**config.mk**
```make
export PLATFORM = sky130hd
export DESIGN_NAME = decoder2to4_seq_flat
export DESIGN_NICKNAME = d
export VERILOG_FILES = /design/src/rtl/decoder2to4_seq_if.sv /design/src/rtl/decoder2to4_seq.sv /design/src/flat_wrapper.sv
export SDC_FILE = /design/constraint.sdc
export NUM_CORES = 1
export LEC_CHECK = 0
export CORE_UTILIZATION = 55
export CTS_CLUSTER_SIZE = 24
export DETAILED_ROUTE_END_ITERATION = 6
export PLACE_DENSITY = 0.81
export SLEW_MARGIN = 25
export SYNTH_ARGS = -nofsm -noshare
export SYNTH_HDL_FRONTEND = slang
export SYNTH_SLANG_ARGS = --single-unit
export TNS_END_PERCENT = 10
```
**constraint.sdc**
```tcl
create_clock -name clk -period 2.7 [get_ports clk]
set_clock_uncertainty 0.05 [all_clocks]
set_input_delay 0.81 -clock clk [delete_from_list [all_inputs] [get_ports clk]]
set_output_delay 0.81 -clock clk [all_outputs]
set_load 0.02 [all_outputs]
```
**src/rtl/decoder2to4_seq_if.sv**
```systemverilog
// Handshake and output bundle for decoder2to4_seq.
// The master side drives the code, enable, valid and sweep request; the slave side returns ready and the decoded lines.
interface decoder2to4_seq_if;
  logic [1:0] A;
  logic       E;
  logic       valid_in;
  logic       ready_out;
  logic       sweep;
  logic [3:0] D;
  logic       D_valid;
  logic       busy;

  modport master (
    output A, E, valid_in, sweep,
    input  ready_out, D, D_valid, busy
  );

  modport slave (
    input  A, E, valid_in, sweep,
    output ready_out, D, D_valid, busy
  );
endinterface

```
**src/rtl/decoder2to4_seq.sv**
```systemverilog
// Registered, handshaked 2-to-4 decoder: each accepted code drives one line for HOLD_CYCLES, then one all-zero gap.
// Optional self-test sweep of codes 0..3 is built only when DECODER_SWEEP_EN is defined.
module decoder2to4_seq #(
  parameter int HOLD_CYCLES = 4
) (
  input  logic               clk,
  input  logic               rst,
  decoder2to4_seq_if.slave   bus
);

  // A hold of 0 is treated as 1; the counter counts the extra cycles beyond the first.
  localparam logic [7:0] HOLD_LOAD = (HOLD_CYCLES <= 1) ? 8'd0 : 8'(HOLD_CYCLES - 1);

  localparam logic [2:0] S_IDLE       = 3'd0;
  localparam logic [2:0] S_HOLD       = 3'd1;
  localparam logic [2:0] S_GAP        = 3'd2;
`ifdef DECODER_SWEEP_EN
  localparam logic [2:0] S_SWEEP_HOLD = 3'd3;
  localparam logic [2:0] S_SWEEP_GAP  = 3'd4;
`endif

  logic [2:0] state_q, state_d;
  logic [7:0] cnt_q, cnt_d;
  logic [3:0] d_q, d_d;
  logic       dv_q, dv_d;
  logic       busy_q, busy_d;

`ifdef DECODER_SWEEP_EN
  logic [1:0] idx_q, idx_d;
`else
  logic       unused_sweep;
  assign unused_sweep = bus.sweep;
`endif

  function automatic logic [3:0] onehot(input logic [1:0] code);
    return 4'b0001 << code;
  endfunction

  assign bus.ready_out = (state_q == S_IDLE) && !rst;
  assign bus.D         = d_q;
  assign bus.D_valid   = dv_q;
  assign bus.busy      = busy_q;

  always_comb begin
    state_d = state_q;
    cnt_d   = cnt_q;
    d_d     = d_q;
    dv_d    = dv_q;
`ifdef DECODER_SWEEP_EN
    idx_d   = idx_q;
`endif
    case (state_q)
      S_IDLE: begin
        // A code offered in the same cycle as a sweep request wins.
        if (bus.valid_in) begin
          if (bus.E) begin
            state_d = S_HOLD;
            d_d     = onehot(bus.A);
            dv_d    = 1'b1;
            cnt_d   = HOLD_LOAD;
          end else begin
            state_d = S_GAP;
          end
        end
`ifdef DECODER_SWEEP_EN
        else if (bus.sweep) begin
          state_d = S_SWEEP_HOLD;
          d_d     = onehot(idx_q);
          dv_d    = 1'b1;
          cnt_d   = HOLD_LOAD;
        end
`endif
      end
      S_HOLD: begin
        if (cnt_q != 8'd0) begin
          cnt_d = cnt_q - 8'd1;
        end else begin
          state_d = S_GAP;
          d_d     = 4'b0000;
          dv_d    = 1'b0;
        end
      end
      S_GAP: begin
        state_d = S_IDLE;
      end
`ifdef DECODER_SWEEP_EN
      S_SWEEP_HOLD: begin
        if (cnt_q != 8'd0) begin
          cnt_d = cnt_q - 8'd1;
        end else begin
          state_d = S_SWEEP_GAP;
          d_d     = 4'b0000;
          dv_d    = 1'b0;
        end
      end
      S_SWEEP_GAP: begin
        // Index wraps to 0 after code 3 so the next sweep starts from the bottom.
        idx_d = idx_q + 2'd1;
        if (idx_q == 2'd3) begin
          state_d = S_IDLE;
        end else begin
          state_d = S_SWEEP_HOLD;
          d_d     = onehot(idx_q + 2'd1);
          dv_d    = 1'b1;
          cnt_d   = HOLD_LOAD;
        end
      end
`endif
      default: begin
        state_d = S_IDLE;
        cnt_d   = 8'd0;
        d_d     = 4'b0000;
        dv_d    = 1'b0;
      end
    endcase
    busy_d = (state_d != S_IDLE);
  end

  always_ff @(posedge clk) begin
    if (rst) begin
      state_q <= S_IDLE;
      cnt_q   <= 8'd0;
      d_q     <= 4'b0000;
      dv_q    <= 1'b0;
      busy_q  <= 1'b0;
`ifdef DECODER_SWEEP_EN
      idx_q   <= 2'd0;
`endif
    end else begin
      state_q <= state_d;
      cnt_q   <= cnt_d;
      d_q     <= d_d;
      dv_q    <= dv_d;
      busy_q  <= busy_d;
`ifdef DECODER_SWEEP_EN
      idx_q   <= idx_d;
`endif
    end
  end

endmodule
```
**src/flat_wrapper.sv**
```systemverilog
// flat-port wrapper written by rule: the top's interface ports become plain ports
module decoder2to4_seq_flat 
#(
  parameter int HOLD_CYCLES = 4
)
  (clk, rst, bus_A, bus_E, bus_valid_in, bus_sweep, bus_ready_out, bus_D, bus_D_valid, bus_busy);
  decoder2to4_seq_if bus_i ();
  input  logic clk;
  input  logic rst;
  input wire logic [$bits(bus_i.A)-1:0] bus_A;
  input wire logic [$bits(bus_i.E)-1:0] bus_E;
  input wire logic [$bits(bus_i.valid_in)-1:0] bus_valid_in;
  input wire logic [$bits(bus_i.sweep)-1:0] bus_sweep;
  output wire logic [$bits(bus_i.ready_out)-1:0] bus_ready_out;
  output wire logic [$bits(bus_i.D)-1:0] bus_D;
  output wire logic [$bits(bus_i.D_valid)-1:0] bus_D_valid;
  output wire logic [$bits(bus_i.busy)-1:0] bus_busy;
  assign bus_i.A = bus_A;
  assign bus_i.E = bus_E;
  assign bus_i.valid_in = bus_valid_in;
  assign bus_i.sweep = bus_sweep;
  assign bus_ready_out = bus_i.ready_out;
  assign bus_D = bus_i.D;
  assign bus_D_valid = bus_i.D_valid;
  assign bus_busy = bus_i.busy;
  decoder2to4_seq #(.HOLD_CYCLES(HOLD_CYCLES)) u_core (.clk(clk), .rst(rst), .bus(bus_i));
endmodule
```
Word-level counts from Yosys, hierarchy flattened. Index checks and enable logic that the tools add are counted.

Register bits: 17. Bits of input ports: 7. Word-level logic and storage cells: 37. Output and inout bits: 7.

Equal/unequal tests: 6. Mux-type cells: 16. $add $sub $neg: 1. Bitwise gates (word level): 1. Shift-type cells: 1. Reduce and logical (&&, ||, !) cells: 7.

Operators by type and width (number): 8-bit 2-to-1 mux (3); 8-bit case mux with 3 select lines (1); 4-bit 2-to-1 mux (3); 4-bit case mux with 3 select lines (1); 4-bit AND reduction (2); 8-bit nonzero test (1); 8-bit by 1-bit subtractor with 8-bit output (second input constant) (1); 3-bit 2-to-1 mux (2); 2-bit != test (second input constant) (3); 3-bit case mux with 2 select lines (1); 1-bit by 2-bit << shifter with 4-bit output (first input constant) (1); 3-bit by 1-bit == test with 1-bit output (second input constant) (1); 3-bit by 2-bit == test with 1-bit output (second input constant) (1); 3-bit logical NOT (1); 1-bit 2-to-1 mux (3); 1-bit case mux with 3 select lines (1); 3-bit nonzero test (1); 2-bit 2-to-1 mux (1); 2-bit by 1-bit != test with 1-bit output (second input constant) (1); 1-bit logical AND (1); 1-bit logical NOT (1); 1-bit inverter (1).

Logic depth before layout (Yosys ltp). Gate-level depths: netlist (run 1).

Depth in word-level cells: 4. Mapped depth: 7. Mapped depth without buffers: 6.

Worst setup path after synthesis (run 1). No wires, ideal clock.

Kind: input port to output port. From: in rst. To: out bus_ready_out. Setup slack: 0.231 ns. Data required time: 1.840 ns. Arrival time: 1.609 ns. Cell stages on the path: 3. Buffers on the path: 1. Cell sequence: clkbuf_1 or3_1 nor2_1.

Word-level cells in the longest chain between the ends: 2.

RTL lines: start, declared (line flat_wrapper.sv:9) `input logic rst;`; 1-bit logical NOT (line decoder2to4_seq.sv:39) `assign bus.ready_out = (state_q == S_IDLE) && !rst;`; 1-bit logical AND (line decoder2to4_seq.sv:39); end, declared (line flat_wrapper.sv:14) `output wire logic [$bits(bus_i.ready_out)-1:0] bus_ready_out;`.

No other way between the ends.

Worst setup path in the final report (run 1). Same ends and word-level chain as after synthesis.

==> reports/results.ini, run 1 <==
[synthesis]
synth_fp_nets=117
synthTopCellsByArea=dfxtp_1 (37%), nor2_1 (5.8%), nor3_1 (3.3%)
synth-seq-cells=17
yosys.area.top_type=dfxtp_1
netlist_area_sq_um=910
synth-edff-count=0
yosys-top-cells-count=dfxtp_1 (17), nor2_1 (14), nand2_1 (7)
postSynth.asyncResetShare_pct=0
synthCells=108
yosysWarnings=0
synthFlopType=dfxtp_1
ys_types=40
syn_area_per_cell_sq_um=8.42
seq_area_frac_synth_pct=37.4
synth_most_common_cell=dfxtp_1
yosysTopAreaCellShare_pct=37.4

[power]
p_per_area_mw_per_mm2=491
power_leakage_nw=0.430
p_total_mw=0.534
irDropWorstVdd_mv=0.328

[floorplan]
start_util_pct=59.7
coreArea_sq_mm=0.00152
pin_count=14
die_y_um=42.7
num_rows=14
die_w_um=42.7
die_area_sq_mm=0.00182

[grt]
grt_pass1_vias=826
met2_usage_pct=41.5
grt_pass1_wl_um=3490
grt_remaining_overflow=0
grt_usage_pct=25.6
antenna_found_initial=0
gr-max-usage-layer=met2
grtUsageMet3_pct=7.66
grtUsageMet1_pct=30.2
grt_start_max_net_pins=17

[clock_network]
cts-buffers-inserted=3
cts_buffer_depth=2
post_cts_buffers=0
h-tree-depth=1
cts_root_buf=clkbuf_4
cts_tree=built
cts-resized-gates=7
clk_pin_slew_ns=0.10
hold_buffers=0
cts.sinks=17
clock_latency_ns=0.30

[setup_path]
crit_path_top_delay_cell=or3_4
critical_path_class=in2out
critical_path_arrival_ns=1.71
critPathCaptureType=output pin
crit_fanout=2
worst_ep_required_time_ns=1.84
rrSetupSlack_ns=0.71
path_buf_inv=2
cp_top_family=simple AND/OR/NAND/NOR gates
critical_path.max_stage_delay_ns=0.39
path_cells=dlygate4sd2_1, or3_4, nor2_1, buf_4
critical_path.startpoint_type=input pin

[hold_path]
hold_class=reg2reg

[drt]
ant_nets=0
drt_first_pass_iters=4
vias=875
routed_wl_um=2020
wl_per_cell_um=14.4
route.detailed.drc=0
avgViaCountPerCell=6.25
initialDrtViolationCount=24

[layout]
areaGrowthSynthToFinish_pct=19.5
drive_above_1_share_pct=13.7
nNetsFinal=134
antennaDiodeCount=0
fin_cells=140

[outcome]
outcome=finished clean

[placement]
dp_cells=136
gp_congestion=0.792
io_buffers=12
post-dp-hpwl_um=1430
place_ws_ns=-0.446

[sta]
rsz0062_at_grt=no
setup_slack_ns=0.131
tightest_slew_ns=0.560
slew_headroom_pct=62.6
period_minus_slack_ns=2.57
fmax_mhz=389
finalHoldViolCount=0
post-route-period-util_pct=95.1
setup-violations-final=0
drv_slew=0

[run]
maxCapViolations=0

[worst reg2reg max path: stages, from the launching register on]
cell     delay (ns)
dfxtp_1        0.36
inv_1          0.13
ha_1           0.15
nor3b_1        0.48
nand2_1        0.20
or3_1          0.35
a31oi_1        0.19
[layout by cell type (no fill, tap or decap), types with 2 or more instances in the layout]
master / instances
a21boi_1: 2
a21oi_1: 5
buf_4: 6
clkbuf_4: 3
clkdlybuf4s50_1: 10
dfxtp_1: 17
ha_1: 2
inv_1: 3
mux2i_1: 2
nand2_1: 7
nand3_1: 2
nand3b_1: 2
nand4_1: 3
nor2_1: 14
nor3_1: 6
nor4_1: 2
o21ai_0: 5
o311ai_0: 3
o31ai_1: 2
or2_2: 2
or3_1: 2
or4_1: 3
[power breakdown]
group,switching [mW],internal [mW]
combinational,0.0642,0.0570
clock,0.0770,0.0576
sequential,0.0157,0.263
[registers in the layout, summed over array words and instances (netlist names)]
name and count:
u_core.bus.D 4, u_core.bus.D_valid 1, u_core.bus.busy 1, u_core.cnt_q 8
u_core.state_q 3
[kinds of logic (layout without fill, tap and decap cells)]
kind of cell    count (synthesis)  in the layout  synth area share (%)
simple gates                   55             55                  35.9
flops                          17             17                  37.4
buf+inv                         8             24                  4.26
mux                             2              2                  2.20
fa+ha+maj                       2              2                  2.75
other cells                     1              1                 0.412
compound gates                 23             23                  17.1
[layer usage]
| metal | wire length [um] | part of all wire, % | vias to the layer above |
|---|---|---|---|
| met3 | 99 | 4.9 | 4 |
| met1 | 901 | 45 | 415 |
| li1 | - | - | 433 |
| met4 | 37 | 1.8 | 0 |
| met5 | 0 | 0 | - |
| met2 | 978 | 49 | 23 |
[worst paths after layout]
check / startpoint / end / cells after the start
setup reg to reg: u_core.cnt_q[0] / u_core.cnt_q[1] / 6
hold reg to reg: u_core.bus.D[1] / u_core.bus.D[1] / 2
hold / removal: u_core.bus.D[1] / u_core.bus.D[1] / 2
setup / recovery: rst / bus_ready_out / 4
[final cells by class]
cell class	count	area (sq um)
fill	128	437
timing repair buffer	17	154
inverter	3	11.3
multi-input combinational	83	536
clock buffer	4	26.3
tap	16	20.0
sequential	17	340
[through the flow]
| step | TNS (ns) | hold slack, ns | util, % | area [sq um] |
|---|---|---|---|---|
| final | 0 | 0.435 | 71.3 | 1090 |
| after global routing | 0 | 0.473 | 71.3 | 1090 |
| after CTS | 0 | 0.440 | 71.3 | 1090 |
| after detailed placement | -0.446 | 0.422 | 69.5 | 1060 |
| after global placement | -0.460 | 0.413 | 69.5 | 1060 |
| after floorplan | 0 | 0.397 | - | 910 |
No activity file was read; power rests on OpenSTA's default activity.
==> run 2, diff against run 1 <==
MAX_ROUTING_LAYER = met4   (was unset)
==> results of run 2 <==
The final DEF is identical to that of run 1; final timing and power are the same.
Main changes from that run: final weighted congestion in routability-driven placement 0.792 -> 0.803; overall routing resource usage 25.6% -> 26.3%
==> run 3, diff against run 2 <==
CORE_ASPECT_RATIO = 1.2   (was unset)
HOLD_SLACK_MARGIN = 0.08   (was unset)
==> reports/results.ini, run 3 (same netlist as run 1, synthesis figures left out) <==
[power]
p_seq_share_pct=52.5  ; +0.4 points
irDropWorstVdd_mv=0.417  ; +27%
p_sw_mw=0.154  ; -2.0%
power_leakage_nw=0.426  ; -0.95%
clockPowerShare_pct=25.1  ; about the same
p_total_mw=0.530  ; -0.81%
comb_power_share_pct=22.4  ; -0.3 points
internal_power_mw=0.376  ; -0.33%
p_sw_share_pct=29.0  ; -0.34 points
p_per_area_mw_per_mm2=490  ; -0.24%

[layout]
final_cell_area_sq_mm=0.00108  ; -0.57%
post-route-util_pct=72.9  ; +1.6 points
fillerInstances=123  ; -3.9%
areaGrowthSynthToFinish_pct=18.8
final_common_cell=dfxtp_1
largest_register_ffs=8  ; unchanged
drive_above_1_share_pct=13.0  ; -0.70 points
final_cell_mix=dfxtp_1 (17), nor2_1 (14), clkdlybuf4s50_1 (10)
fin_cells=140  ; unchanged
largest-register=u_core.cnt_q
antennaDiodeCount=0  ; unchanged
nNetsFinal=133  ; -0.75%

[clock_network]
cts_buffer_depth=2  ; unchanged
cts.sinks=17  ; unchanged
clock_latency_ns=0.28  ; -0.02 ns
clk_pin_slew_ns=0.09  ; about the same
cts-buffers-inserted=3  ; unchanged
h-tree-depth=1  ; unchanged
cts_root_buf=clkbuf_4
hold_buffers=0  ; unchanged
cts_tree=built

[run]
maxCapViolations=0  ; unchanged

[setup_path]
critical_path_class=in2out
setup.worst_path.start=rst
critical_path.startpoint_type=input pin
crit_fanout=3  ; +1
worst_ep_required_time_ns=1.84  ; about the same
critPathCaptureType=output pin
r2r_start=u_core.cnt_q[0]
critical_path_arrival_ns=1.66  ; -0.05 ns
worst-r2r-cell-count=6  ; unchanged

[sta]
tns_ns=0  ; unchanged
setup_slack_ns=0.179  ; +0.0480 ns
tightest_slew_ns=0.550  ; -0.00971 ns
fmax_mhz=397  ; +1.9%
drv_slew=0  ; unchanged
period_minus_slack_ns=2.52  ; -0.0480 ns
rsz0062_at_grt=no
setup-violations-final=0  ; unchanged
finalHoldViolCount=0  ; unchanged
post-route-period-util_pct=93.4  ; -1.8 points
slew_headroom_pct=63.3  ; +0.65 points
hold_ws_ns=0.426  ; -0.00874 ns

[floorplan]
start_util_pct=61.4  ; +1.7 points
die_w_um=39.1  ; -8.3%
num_rows=15  ; +1
pin_count=14  ; unchanged
die_area_sq_mm=0.00182  ; about the same
die_y_um=46.6  ; +9.1%
coreArea_sq_mm=0.00148  ; -2.7%

[placement]
gp_congestion=0.772
place_ws_ns=-0.491  ; -0.0445 ns
place_area_sq_mm=0.00105  ; -0.59%
dp_cells=136  ; unchanged
post-dp-hpwl_um=1380  ; -2.9%
io_buffers=12  ; unchanged

[drt]
wl_per_cell_um=13.5  ; -6.6%
vias=842  ; -3.8%
drt_first_pass_iters=4  ; unchanged
routed_wl_um=1880  ; -6.6%
ant_nets=0  ; unchanged
initialDrtViolationCount=16  ; -33%
avgViaCountPerCell=6.01  ; -3.8%
route.detailed.drc=0  ; unchanged

[hold_path]
hold_class=reg2reg
holdCritStartpoint=u_core.bus.D[2]
whs_path_depth=2  ; unchanged

[grt]
grt_usage_pct=24.3
grt_pass1_wl_um=2970  ; -15%
grt_start_max_net_pins=17  ; unchanged
antenna_found_initial=0  ; unchanged
grt_pass1_vias=709  ; -14%
grt_remaining_overflow=0  ; unchanged

[outcome]
outcome=finished clean

[run 3: area by class of cell]
cell class	count	area, sq um	share of cell area, %
clock buffer	4	26.3	2.43
multi-input combinational	83	536	49.5
timing repair buffer	16	146	13.5
sequential	17	340	31.5
tap	17	21.3	1.97
inverter	3	11.3	1.04
[run 3: power by group through the flow]
stage          sequential, mW  clock [mW]  combinational (mW)
4_1_cts                 0.278       0.139               0.118
3_5_place_dp            0.284           0               0.118
6_report                0.278       0.133               0.119
5_1_grt                 0.280       0.148               0.131
3_3_place_gp            0.283           0               0.115
2_1_floorplan           0.281           0              0.0836
[run 3: timing repair]
action,CTS,global route
endpoints found under the setup margin,1,0
resized for setup,7,0
setup buffers,0,0
[run 3: final timing paths]
kind | end | slack, ns
worst min register to register | u_core.bus.D[2] | 0.43
worst min-delay path | u_core.bus.D[2] | 0.43
worst max register to register | u_core.cnt_q[1] | 0.77
worst max-delay path | bus_ready_out | 0.18
[run 3: per-layer routing]
metal,vias up,global-route usage (%),share of wire [%]
met5,-,-,0
met4,0,8.28,0.64
met3,2,4.35,4.7
met2,24,39.3,48
met1,382,30.2,47
li1,434,-,-
[run 3: critical path, cell delays in order]
cell and delay (ns):
dlygate4sd2_1 0.26, or3_4 0.34, nor2_1 0.10, buf_4 0.15
